<file path="src/rtl/sprite_write_arbiter.sv">
// Round-robin arbiter sharing the sprite descriptor table write port among NUM_REQ producers.
// Each producer has a one-deep latest-value-wins slot; commits happen only while the table may be written.
module sprite_write_arbiter #(
    parameter int NUM_REQ    = 4,
    parameter int DATA_W     = 32,
    parameter int ADDR_W     = 3,
    parameter int BLANK_ONLY = 1,
    parameter int ID_W       = 2
) (
    input  logic                      clk,
    input  logic                      reset,
    input  logic [NUM_REQ-1:0]        req_valid,
    input  logic [NUM_REQ*DATA_W-1:0] req_data,
    input  logic [NUM_REQ*ADDR_W-1:0] req_addr,
    input  logic                      blank,
    output logic                      wea,
    output logic [ADDR_W-1:0]         addra,
    output logic [DATA_W-1:0]         dina,
    output logic [ID_W-1:0]           grant_id,
    output logic                      busy,
    output logic [7:0]                ovw_cnt
);

    localparam logic [ID_W:0]   NUM_REQ_W = (ID_W+1)'(NUM_REQ);
    localparam logic [ID_W-1:0] LAST_ID   = ID_W'(NUM_REQ - 1);

    logic [NUM_REQ-1:0] pend_q, pend_d;
    logic [DATA_W-1:0]  data_q [NUM_REQ];
    logic [DATA_W-1:0]  data_d [NUM_REQ];
    logic [ADDR_W-1:0]  addr_q [NUM_REQ];
    logic [ADDR_W-1:0]  addr_d [NUM_REQ];
    logic [ID_W-1:0]    rr_ptr_q, rr_ptr_d;
    logic               wea_q, wea_d;
    logic [ADDR_W-1:0]  addra_q, addra_d;
    logic [DATA_W-1:0]  dina_q, dina_d;
    logic [ID_W-1:0]    grant_id_q, grant_id_d;
    logic [7:0]         ovw_cnt_q, ovw_cnt_d;

    logic               commit;
    logic               found;
    logic [ID_W-1:0]    win;
    logic [3:0]         ovw_inc;
    logic [8:0]         ovw_sum;

    // Search upward from rr_ptr, wrapping modulo NUM_REQ (works for non-power-of-2 counts).
    always_comb begin : arb_search
        logic [ID_W:0] idx;
        // NOTE: every always_comb output gets a default first so no path can infer a latch.
        win   = '0;
        found = 1'b0;
        idx   = '0;
        for (int off = 0; off < NUM_REQ; off++) begin
            idx = {1'b0, rr_ptr_q} + (ID_W+1)'(off);
            if (idx >= NUM_REQ_W) begin
                idx = idx - NUM_REQ_W;
            end
            if (!found && pend_q[idx[ID_W-1:0]]) begin
                found = 1'b1;
                win   = idx[ID_W-1:0];
            end
        end
    end

    assign commit = found && ((BLANK_ONLY == 0) || blank);

    always_comb begin
        pend_d     = pend_q;
        data_d     = data_q;
        addr_d     = addr_q;
        ovw_inc    = '0;
        rr_ptr_d   = rr_ptr_q;
        wea_d      = commit;
        addra_d    = addra_q;
        dina_d     = dina_q;
        grant_id_d = grant_id_q;

        if (commit) begin
            addra_d       = addr_q[win];
            dina_d        = data_q[win];
            grant_id_d    = win;
            pend_d[win]   = 1'b0;
            rr_ptr_d      = (win == LAST_ID) ? '0 : win + ID_W'(1);
        end

        // A post landing on a slot that is being granted this cycle is a reload, not an overwrite.
        for (int i = 0; i < NUM_REQ; i++) begin
            if (req_valid[i]) begin
                if (pend_q[i] && !(commit && win == ID_W'(i))) begin
                    ovw_inc = ovw_inc + 4'd1;
                end
                pend_d[i] = 1'b1;
                data_d[i] = req_data[i*DATA_W +: DATA_W];
                addr_d[i] = req_addr[i*ADDR_W +: ADDR_W];
            end
        end

        ovw_sum   = {1'b0, ovw_cnt_q} + {5'b0, ovw_inc};
        ovw_cnt_d = ovw_sum[8] ? 8'hFF : ovw_sum[7:0];
    end

    // NOTE: sequential state uses non-blocking assignments so every flop samples pre-edge values.
    always_ff @(posedge clk) begin
        if (reset) begin
            pend_q     <= '0;
            rr_ptr_q   <= '0;
            wea_q      <= 1'b0;
            addra_q    <= '0;
            dina_q     <= '0;
            grant_id_q <= '0;
            ovw_cnt_q  <= '0;
        end else begin
            pend_q     <= pend_d;
            rr_ptr_q   <= rr_ptr_d;
            wea_q      <= wea_d;
            addra_q    <= addra_d;
            dina_q     <= dina_d;
            grant_id_q <= grant_id_d;
            ovw_cnt_q  <= ovw_cnt_d;
        end
    end

    // NOTE: slot payloads need no reset; they are only read while their pend flag is set.
    always_ff @(posedge clk) begin
        data_q <= data_d;
        addr_q <= addr_d;
    end

    assign wea      = wea_q;
    assign addra    = addra_q;
    assign dina     = dina_q;
    assign grant_id = grant_id_q;
    assign busy     = |pend_q;
    assign ovw_cnt  = ovw_cnt_q;

endmodule

</file>
<file path="config.mk">
export PLATFORM = sky130hd
export DESIGN_NAME = sprite_write_arbiter
export DESIGN_NICKNAME = d
export VERILOG_FILES = /design/src/rtl/sprite_write_arbiter.sv
export SDC_FILE = /design/constraint.sdc
export NUM_CORES = 1
export LEC_CHECK = 0
export ABC_CLOCK_PERIOD_IN_PS = 6100
export CORE_ASPECT_RATIO = 0.75
export CORE_MARGIN = 2
export CORE_UTILIZATION = 49
export DETAILED_ROUTE_END_ITERATION = 12
export MAX_ROUTING_LAYER = met4
export PLACE_DENSITY_LB_ADDON = 0.05
export RECOVER_POWER = 50
export SLEW_MARGIN = 20
export SYNTH_ARGS = -nofsm -noshare
export SYNTH_HDL_FRONTEND = slang
export SYNTH_SLANG_ARGS = --single-unit
</file>
<file path="constraint.sdc">
create_clock -name clk -period 6.1 [get_ports clk]
set_input_delay 1.22 -clock clk [delete_from_list [all_inputs] [get_ports clk]]
set_output_delay 1.22 -clock clk [all_outputs]
set_load 0.05 [all_outputs]
</file>
======== Word-level counts from Yosys, hierarchy flattened ========
Index checks and enable logic that the tools add are counted.
storage, ports and cells
  register bits ........................... 192
  latch bits .............................. 0
  bits in writable memories ............... 0
  memory bits (read-only) ................. 0
  input port bits ......................... 147
  output and inout bits ................... 47
  word-level logic and storage cells ...... 116
  memories ................................ 0
cells by class
  add/subtract/negate cells ............... 12
  $mul .................................... 0
  div/mod/pow operators ................... 0
  magnitude comparators ................... 11
  equality and inequality tests ........... 3
  shifts and indexed selects .............. 0
  multiplexer cells ....................... 43
  bitwise operators ....................... 3
  reductions and logical operators ........ 26
operators by type and width
  kind                                                        number
  binary-select mux 32 bit (select 2 bit)                     1
  two-way mux 32 bit                                          2
  two-way mux 4 bit                                           7
  two-way mux 2 bit                                           9
  less-than comparator 2 x 3 -> 1 bit, second input constant  5
  two-way mux 1 bit                                           15
  logical AND 1 bit                                           13
  adder 4 x 1 -> 4 bit, second input constant                 3
  >= comparator 3 bit, second input constant                  4
  adder 8 x 4 -> 9 bit                                        1
  binary-select mux 1 bit (select 2 bit)                      4
  two-way mux 8 bit                                           1
  nonzero test 2 bit                                          4
  subtractor 2 x 1 -> 2 bit, second input constant            4
  logical NOT 1 bit                                           7
  adder 2 x 2 -> 3 bit, second input constant                 2
  binary-select mux 3 bit (select 2 bit)                      1
  two-way mux 3 bit                                           2
  AND 4 bit                                                   1
  == test 2 bit, second input constant                        2
  inverter 4 bit                                              1
  OR reduction 4 bit                                          1
  adder 2 x 1 -> 3 bit, second input constant                 1
  >= comparator 2 x 3 -> 1 bit, second input constant         1
  other kinds (6)                                             6

======== Logic depth before layout (Yosys ltp) ========
Gate-level depths: netlist of run 1.
  depth after elaboration ................. 31
  gate-level depth with buffers ........... 23
  mapped depth without buffers ............ 21

======== Worst setup path after synthesis of run 1 ========
OpenSTA, ideal clock, no wires.
  path type ............................... input port to flip-flop
  from .................................... in blank
  to ...................................... reg ovw_cnt_q[7], in the netlist ovw_cnt[7]
  library setup time ...................... 130 ps
  data arrival time ....................... 4559 ps
  data required time ...................... 5970 ps
  setup slack ............................. 1411 ps
  stages .................................. 16
  buffers on the path ..................... 1
  cell sequence ........................... buf_2 -> inv_1 -> o31ai_1 -> inv_1 -> ha_1 -> mux2_2 -> ha_1 -> mux2_4 -> ha_1 -> mux2_4 -> ha_1 -> a21o_1 -> a211oi_1 -> nor2_1 -> a31oi_1 -> a211oi_1
on the way
  word-level cells in the longest chain between the ends .. 17
  elaborated cells on any way between the ends .. 26
  those cells by class .................... 4 x add/sub; 9 x mux; 13 x reduce/logical
RTL lines
  item                    line  RTL
  from (decl)             15    input logic blank,
  logical AND 1 bit *     64    assign commit = found && ((BLANK_ONLY == 0) || blank);
  logical AND 1 bit       88    if (pend_q[i] && !(commit && win == ID_W'(i))) begin
  logical NOT 1 bit       88
  logical AND 1 bit       88
  two-way mux 1 bit       88
  two-way mux 1 bit       87    if (req_valid[i]) begin
  adder 4 x 1 -> 4 bit    89    ovw_inc = ovw_inc + 4'd1;
  two-way mux 4 bit       88
  two-way mux 4 bit       87
  adder 4 x 1 -> 4 bit    89
  two-way mux 4 bit       88
  two-way mux 4 bit       87
  adder 4 x 1 -> 4 bit    89
  two-way mux 4 bit       88
  two-way mux 4 bit *     87
  adder 8 x 4 -> 9 bit *  97    ovw_sum = {1'b0, ovw_cnt_q} + {5'b0, ovw_inc};
  two-way mux 8 bit *     98    ovw_cnt_d = ovw_sum[8] ? 8'hFF : ovw_sum[7:0];
  to (signal assigned)    118   ovw_cnt_q <= ovw_cnt_d;
  to (decl)               37    logic [7:0] ovw_cnt_q, ovw_cnt_d;
Every way passes the cells marked *; elsewhere a longest branch is shown, timed or not.
A chain may end at the register's enable or synchronous reset.

======== Worst setup path after layout of run 1 ========
Ends and elaborated chain as after synthesis.

==> summary.md, run 1 <==
| Metric | Value |
|---|---|
| RSZ-0062 raised after global routing | `no` |
| Crit path time final | `4.94 ns` |
| CTS buffer count | `17` |
| Capturing point of the worst reg2reg path | `ovw_cnt[7]` |
| Via density | `5.22` |
| WHS Path Cells | `2` |
| Setup total negative slack | `0 ns` |
| Static Leakage | `3.93 nW` |
| Post-CTS Hold Buffers | `0` |
| Global-route usage over all layers | `22.8%` |
| Worst-Skew Late Latency | `0.42 ns` |
| Vias in the first global route | `4,904` |
| Syn_area_per_cell | `16.6 um^2` |
| CP Launch Point | `blank` |
| Worst Tran Pin Value | `2.49 ns` |
| Num rows | `39` |
| I/O Buffers | `193` |
| Hold crit path type | `flip-flop to flip-flop` |
| FF-to-FF setup slack | `1.41 ns` |
| Commonest cells after routing, fill and taps aside | `edfxtp_1, dlygate4sd3_1, mux2i_1` |
| Worst setup margin | `1.16 ns` |
| Ys async rst share | `0%` |
| Critical path required time | `6.36 ns` |
| Synth Net Count | `615` |
| Final number of hold-violating endpoints | `0` |
| F_max | `0.202 GHz` |
| CTS Root Cell | `clkbuf_16` |
| Die area | `16,500 um^2` |
| Die W | `148 um` |
| Worst Setup Start Kind | `input pin` |
| Mapped cell area | `7600 um^2` |
| Initial antenna violation count | `9` |
| DR iter-0 viols | `270` |
| Placer Congestion | `0.838` |
| Hold_sp | `dina[18]` |
| Clock-pin slew of the registers on the worst-case setup and hold paths | `0.07 ns` |
| Largest net degree at the start of global routing | `41` |
| Setup bufs post-CTS | `0` |
| FF+latch count, synth | `192` |
| Post-route design area | `10,300 um^2` |
| Final setup viols | `0` |
| Total wire length | `17,600 um` |
| Die H | `112 um` |
| CP max FO | `6` |
| Synthesis Warnings | `0` |
| Area after DPL | `9600 um^2` |
| WHS Endpoint | `dina[18]` |
| Drt pass-1 iters | `6` |
| Routed Antenna Nets | `0` |
| Num Clock Sinks | `192` |
| Via count | `4,620` |
| Peak supply drop | `230 uV` |
| Max Clock Skew | `0.0102 ns` |
| Max_cap viols | `1` |
| Pwr Density | `327 nW/um^2` |
| Syn-to-layout area delta | `35.1%` |
| Post-placement worst setup slack | `0.830 ns` |
| Final Max Tran Viols | `37` |
| Sequential fraction of the synthesis area | `69.0%` |
| EDFF count, synth | `140` |
| Core Region | `15,200 um^2` |
| Final Non-Filler Cells | `885` |
| TritonCTS clock tree | `built` |
| First-pass GRT wire length | `27,100 um` |
| WP data arrival | `5.21 ns` |
| Layout cell share with drive strength beyond 1 | `12.6%` |
| Reg-to-reg critical path startpoint | `pend_q[3]` |
| Post-CTS Resized | `0` |
| DP Wirelength | `11,300 um` |
| GRT overflow | `0` |
| WS Path Type | `input pin to flip-flop` |
| DRC | `0` |
| Post-synthesis cell type count | `51` |
| Failing checks | `capacitance limit, slew limit` |
| DR WL/cell | `19.9 um` |
| Final net count | `812` |
| Cells after Synth | `459` |
| Worst r2r path cells | `17` |
| DP Cell Count | `842` |
| H-tree level count | `4` |
| Top FF cell, synth | `edfxtp_1` |
| CTS Buffer Depth | `2` |
| Io pins | `194` |
| Crit path capture type | `flip-flop` |
| Status | `finished, violations left` |
| Starting Density | `50.1%` |
| Tcrit/Tclk final | `81.1%` |
| Headroom to the max-slew limit | `-66.3%` |
## layer usage
metal  track usage, %  part of all wire [%]  vias up
met5                -                     0        -
li1                 -                     -     2185
met3             7.25                   6.6       10
met4             5.77                  0.83        0
met2             36.0                    48      157
met1             28.8                    44     2268
## synth_stat cells, drive strengths merged (2+ instances only)
| master | count | area share [%] |
|---|---|---|
| mux2i | 71 | 9.4 |
| o311ai | 2 | 0.46 |
| nand3 | 3 | 0.20 |
| edfxtp | 140 | 55 |
| a31oi | 3 | 0.25 |
| nor2 | 10 | 0.59 |
| xor2 | 4 | 0.46 |
| a21oi | 14 | 1.2 |
| inv | 11 | 0.58 |
| o221ai | 35 | 6.5 |
| a21o | 2 | 0.20 |
| o21ai | 2 | 0.13 |
| nand2 | 42 | 2.6 |
| buf | 22 | 2.9 |
| nor3 | 4 | 0.33 |
| and3 | 3 | 0.25 |
| nand2b | 2 | 0.16 |
| nor2b | 4 | 0.33 |
| ha | 8 | 1.3 |
| o21bai | 2 | 0.20 |
| dfxtp | 52 | 14 |
| mux2 | 3 | 0.54 |
| o31ai | 3 | 0.30 |
| and2 | 2 | 0.16 |
| a211oi | 2 | 0.20 |
## final cells by class
class                   instances  area, um^2
inverters                      11        43.8
flip-flops and latches        192        5250
repair buffers                201        1960
clock buffers                  19         443
diodes                         11        27.5
fillers                      1039        4910
clock inverters                13         206
multi-input cells             233        2080
well taps                     205         256
## power by group
part / leakage (nW) / switching [mW] / internal [mW] / total, mW
logic: 1.81 / 0.338 / 0.236 / 0.574
clock network: 0.321 / 0.473 / 0.742 / 1.21
registers: 1.80 / 0.0493 / 1.52 / 1.57
total: 3.93 / 0.860 / 2.50 / 3.36
## sequential cells by signal, summed over array words and instances, names as in the netlist
signal / flops
data_q: 128
dina: 32
addr_q: 12
ovw_cnt: 8
pend_q: 4
addra: 3
grant_id: 2
rr_ptr_q: 2
wea: 1
## worst max-delay path by stage
| stage | end | slack [ns] | cells past startpoint |
|---|---|---|---|
| after floorplan | ovw_cnt[7] | 1.41 | 16 |
| after global placement | ovw_cnt[1] | 0.97 | 18 |
| after detailed placement | ovw_cnt[7] | 0.83 | 16 |
| after CTS | ovw_cnt[7] | 1.23 | 16 |
| after global routing | ovw_cnt[7] | 1.01 | 16 |
| final | ovw_cnt[7] | 1.16 | 16 |
## critical path, cell delays in order
cell	delay [ns]
clkdlybuf4s50_1	0.48
inv_1	0.12
o31ai_1	0.31
inv_1	0.08
ha_1	0.27
mux2_2	0.30
ha_1	0.34
mux2_4	0.29
ha_1	0.30
mux2_4	0.28
ha_1	0.27
a21o_1	0.20
a211oi_1	0.31
nor2_1	0.15
a31oi_1	0.22
a211oi_1	0.08
## stage by stage
| step | total power, mW | util, % | hold WS, ns |
|---|---|---|---|
| 4_1_cts | 3.40 | 67.5 | 0.472 |
| 6_report | 3.36 | 67.7 | 0.472 |
| 5_1_grt | 3.48 | 67.6 | 0.489 |
| 3_5_place_dp | 2.19 | 63.3 | 0.451 |
| 3_3_place_gp | 2.18 | 63.3 | 0.450 |
| 2_1_floorplan | 1.96 | - | 0.505 |
## cell families (layout without fill, tap and decap cells)
logic type                 after synthesis  count (layout)  synth area share [%]
other                                    0              11                     0
muxes                                   74              74                  9.90
AOI/OAI and AO/OA                       70              70                  10.2
adders and majority gates                9               9                  1.58
and+or+nand+nor                         75              75                  5.14
buffers and inverters                   34             244                  3.57
DFF                                    192             192                  69.0
xor gates and xnor gates                 5               5                 0.576
Power figures use the tool's default switching activity.
==> run 2: changes to the inputs <==
Settings changed: ABC_CLOCK_PERIOD_IN_PS 6100 to 4300, CORE_UTILIZATION 49 to 44.
Clock period 6.1 ns to 4.3 ns, I/O delays scaled along.
==> run 2 against run 1 <==
Compared with the run above:
- the run still ends with capacitance limit, slew limit left
- critical path depth unchanged
- die area increased by 11%
- cell count increased by 2.6%
- clock skew decreased by 0.00067 ns
- via count increased by 0.43%
- register-to-register slack got worse by 1.2 ns
- global-route usage decreased by 2.4 points
==> summary.md, run 2 (synthesis gave the netlist of run 1 again) <==
| Metric | Value |
|---|---|
| Hold crit path type | `flip-flop to flip-flop` |
| F_max | `0.243 GHz` |
| Final Max Tran Viols | `111 (+200%)` |
| TritonCTS clock tree | `built` |
| GRT met1 Usage | `27.5% (-1.2 points)` |
| CTS Buffer Depth | `2 (unchanged)` |
| WS Path Type | `input pin to flip-flop` |
| Status | `finished, violations left` |
| Drt pass-1 iters | `4 (-2)` |
| Grt met2 use | `30.6% (-5.4 points)` |
| M3 GR Usage | `5.74% (-1.5 points)` |
| Crit path time final | `4.12 ns` |
| Io pins | `194 (unchanged)` |
| Placer Congestion | `0.811 (-3.2%)` |
| Worst Setup Start Kind | `input pin` |
| Worst-Skew Late Latency | `0.43 ns (about the same)` |
| Initial antenna violation count | `4 (-5)` |
| Global-route usage over all layers | `20.4% (-2.4 points)` |
| Post-route design area | `10,500 um^2 (+1.8%)` |
| DRC | `0 (unchanged)` |
| Area after DPL | `9710 um^2 (+1.2%)` |
| Total wire length | `18,000 um (+2.1%)` |
| Die area | `18,300 um^2 (+11%)` |
| Via count | `4,640 (+0.43%)` |
| CP max FO | `4 (-2)` |
| I/O Buffers | `193 (unchanged)` |
| Critical path required time | `4.58 ns (-1.78 ns)` |
| Global routing's busiest layer | `met2` |
| DR iter-0 viols | `263 (-2.6%)` |
| Headroom to the max-slew limit | `-64.1% (+2.2 points)` |
| Max reg flops | `128 (unchanged)` |
| DP Wirelength | `11,500 um (+2.1%)` |
| Starting Density | `45.0% (-5.0 points)` |
| GRT overflow | `0 (unchanged)` |
| Final net count | `830 (+2.2%)` |
| Largest Register | `data_q` |
| First-pass GRT wire length | `27,100 um (about the same)` |
| CTS buffer count | `17 (unchanged)` |
| RSZ-0062 raised after global routing | `no` |
| Via density | `5.11 (-2.1%)` |
| H-tree level count | `4 (unchanged)` |
| Tcrit/Tclk final | `95.8%` |
| Core Region | `16,900 um^2 (+11%)` |
| Clock-pin slew of the registers on the worst-case setup and hold paths | `0.07 ns (about the same)` |
| Worst Tran Pin Value | `2.46 ns (-0.0325 ns)` |
| Die W | `156 um (+5.4%)` |
| Max_cap viols | `3 (+2)` |
| Vias in the first global route | `4,867 (-0.75%)` |
| CTS Root Cell | `clkbuf_16` |
| DR WL/cell | `19.8 um (-0.48%)` |
| Syn-to-layout area delta | `37.6%` |
| Final setup viols | `0 (unchanged)` |
| WP data arrival | `4.40 ns (-0.81 ns)` |
| Peak supply drop | `240 uV (+4.1%)` |
| Pwr Density | `451 nW/um^2 (+38%)` |
| Post-CTS Hold Buffers | `0 (unchanged)` |
| Die H | `118 um (+5.3%)` |
| Max Clock Skew | `0.00951 ns (-0.000669 ns)` |
| Crit path capture type | `flip-flop` |
| Layout cell share with drive strength beyond 1 | `17.8% (+5.2 points)` |
| Num Clock Sinks | `192 (unchanged)` |
| Total power | `4.72 mW (+40%)` |
| Hold slack final | `0.468 ns (-0.00413 ns)` |
| Failing checks | `capacitance limit, slew limit` |
| Commonest cells after routing, fill and taps aside | `edfxtp_1, dlygate4sd3_1, mux2i_1` |
| Static Leakage | `3.99 nW (+1.6%)` |
| Filler instances | `1,258 (+21%)` |
| Final number of hold-violating endpoints | `0 (unchanged)` |
| Num rows | `41 (+5.1%)` |
| Largest net degree at the start of global routing | `59 (+44%)` |
| Routed Antenna Nets | `0 (unchanged)` |
-- run 2: cell types whose count changed in the layout (fill, tap and decap cells not counted), moves of 3 or more --
| cell | before | now |
|---|---|---|
| diode_2 | 11 | 6 |
| dfxtp_4 | 0 | 3 |
| buf_4 | 7 | 23 |
| ha_1 | 8 | 5 |
| dfxtp_1 | 52 | 47 |
-- run 2: routing by layer --
layer | up-vias | wire length, um
met5 | - | 0
met4 | 0 | 134
met3 | 11 | 1220
met2 | 161 | 8570
met1 | 2258 | 8100
li1 | 2210 | -
-- run 2: final timing paths --
kind	to	depth (start not counted)	slack [ns]	from
min	dina[4]	2	0.47	dina[4]
min reg2reg	dina[4]	2	0.47	dina[4]
max reg2reg	ovw_cnt[7]	19	0.21	rr_ptr_q[1]
max	ovw_cnt[7]	16	0.18	blank
-- run 2: repair_timing --
| item | CTS | global route |
|---|---|---|
| cloned | 0 | 0 |
| setup buffers | 2 | 6 |
| gates resized for setup | 3 | 21 |
| setup endpoints to repair | 8 | 8 |
| pin swaps | 1 | 15 |
-- run 2: critical path, cell delays in order --
cell	delay, ns
clkdlybuf4s50_1	0.47
buf_4	0.17
a21boi_2	0.17
and2_4	0.17
ha_1	0.22
mux2_4	0.29
ha_4	0.22
mux2_4	0.27
ha_2	0.27
mux2_4	0.26
ha_1	0.27
a21o_1	0.21
a211oi_2	0.22
nor2_1	0.11
a31oi_1	0.17
a211oi_1	0.06
-- run 2: cell type report --
cell class	count	area, um^2	area share [%]
Clock buffer	18	429	4.10
Sequential cell	192	5260	50.3
Timing Repair Buffer	219	2090	20.0
Multi-Input combinational cell	233	2170	20.8
Clock inverter	14	175	1.68
Antenna cell	6	15.0	0.144
Tap cell	215	269	2.57
Inverter	11	43.8	0.419
-- run 2: power breakdown --
part / internal (mW) / switching, mW
combinational: 0.363 / 0.494
clock: 0.927 / 0.706
sequential: 2.16 / 0.0638
total: 3.45 / 1.26
-- run 2: stage by stage --
stage          util, %  std cells  worst slack (ns)  TNS, ns
2_1_floorplan        -        459           0.00466        0
3_3_place_gp      57.5        862            -0.295    -2.25
3_5_place_dp      57.5        862            -0.389    -3.03
4_1_cts           61.3        896            0.0103        0
5_1_grt           61.9        906          0.000828        0
6_report          61.9        908             0.180        0
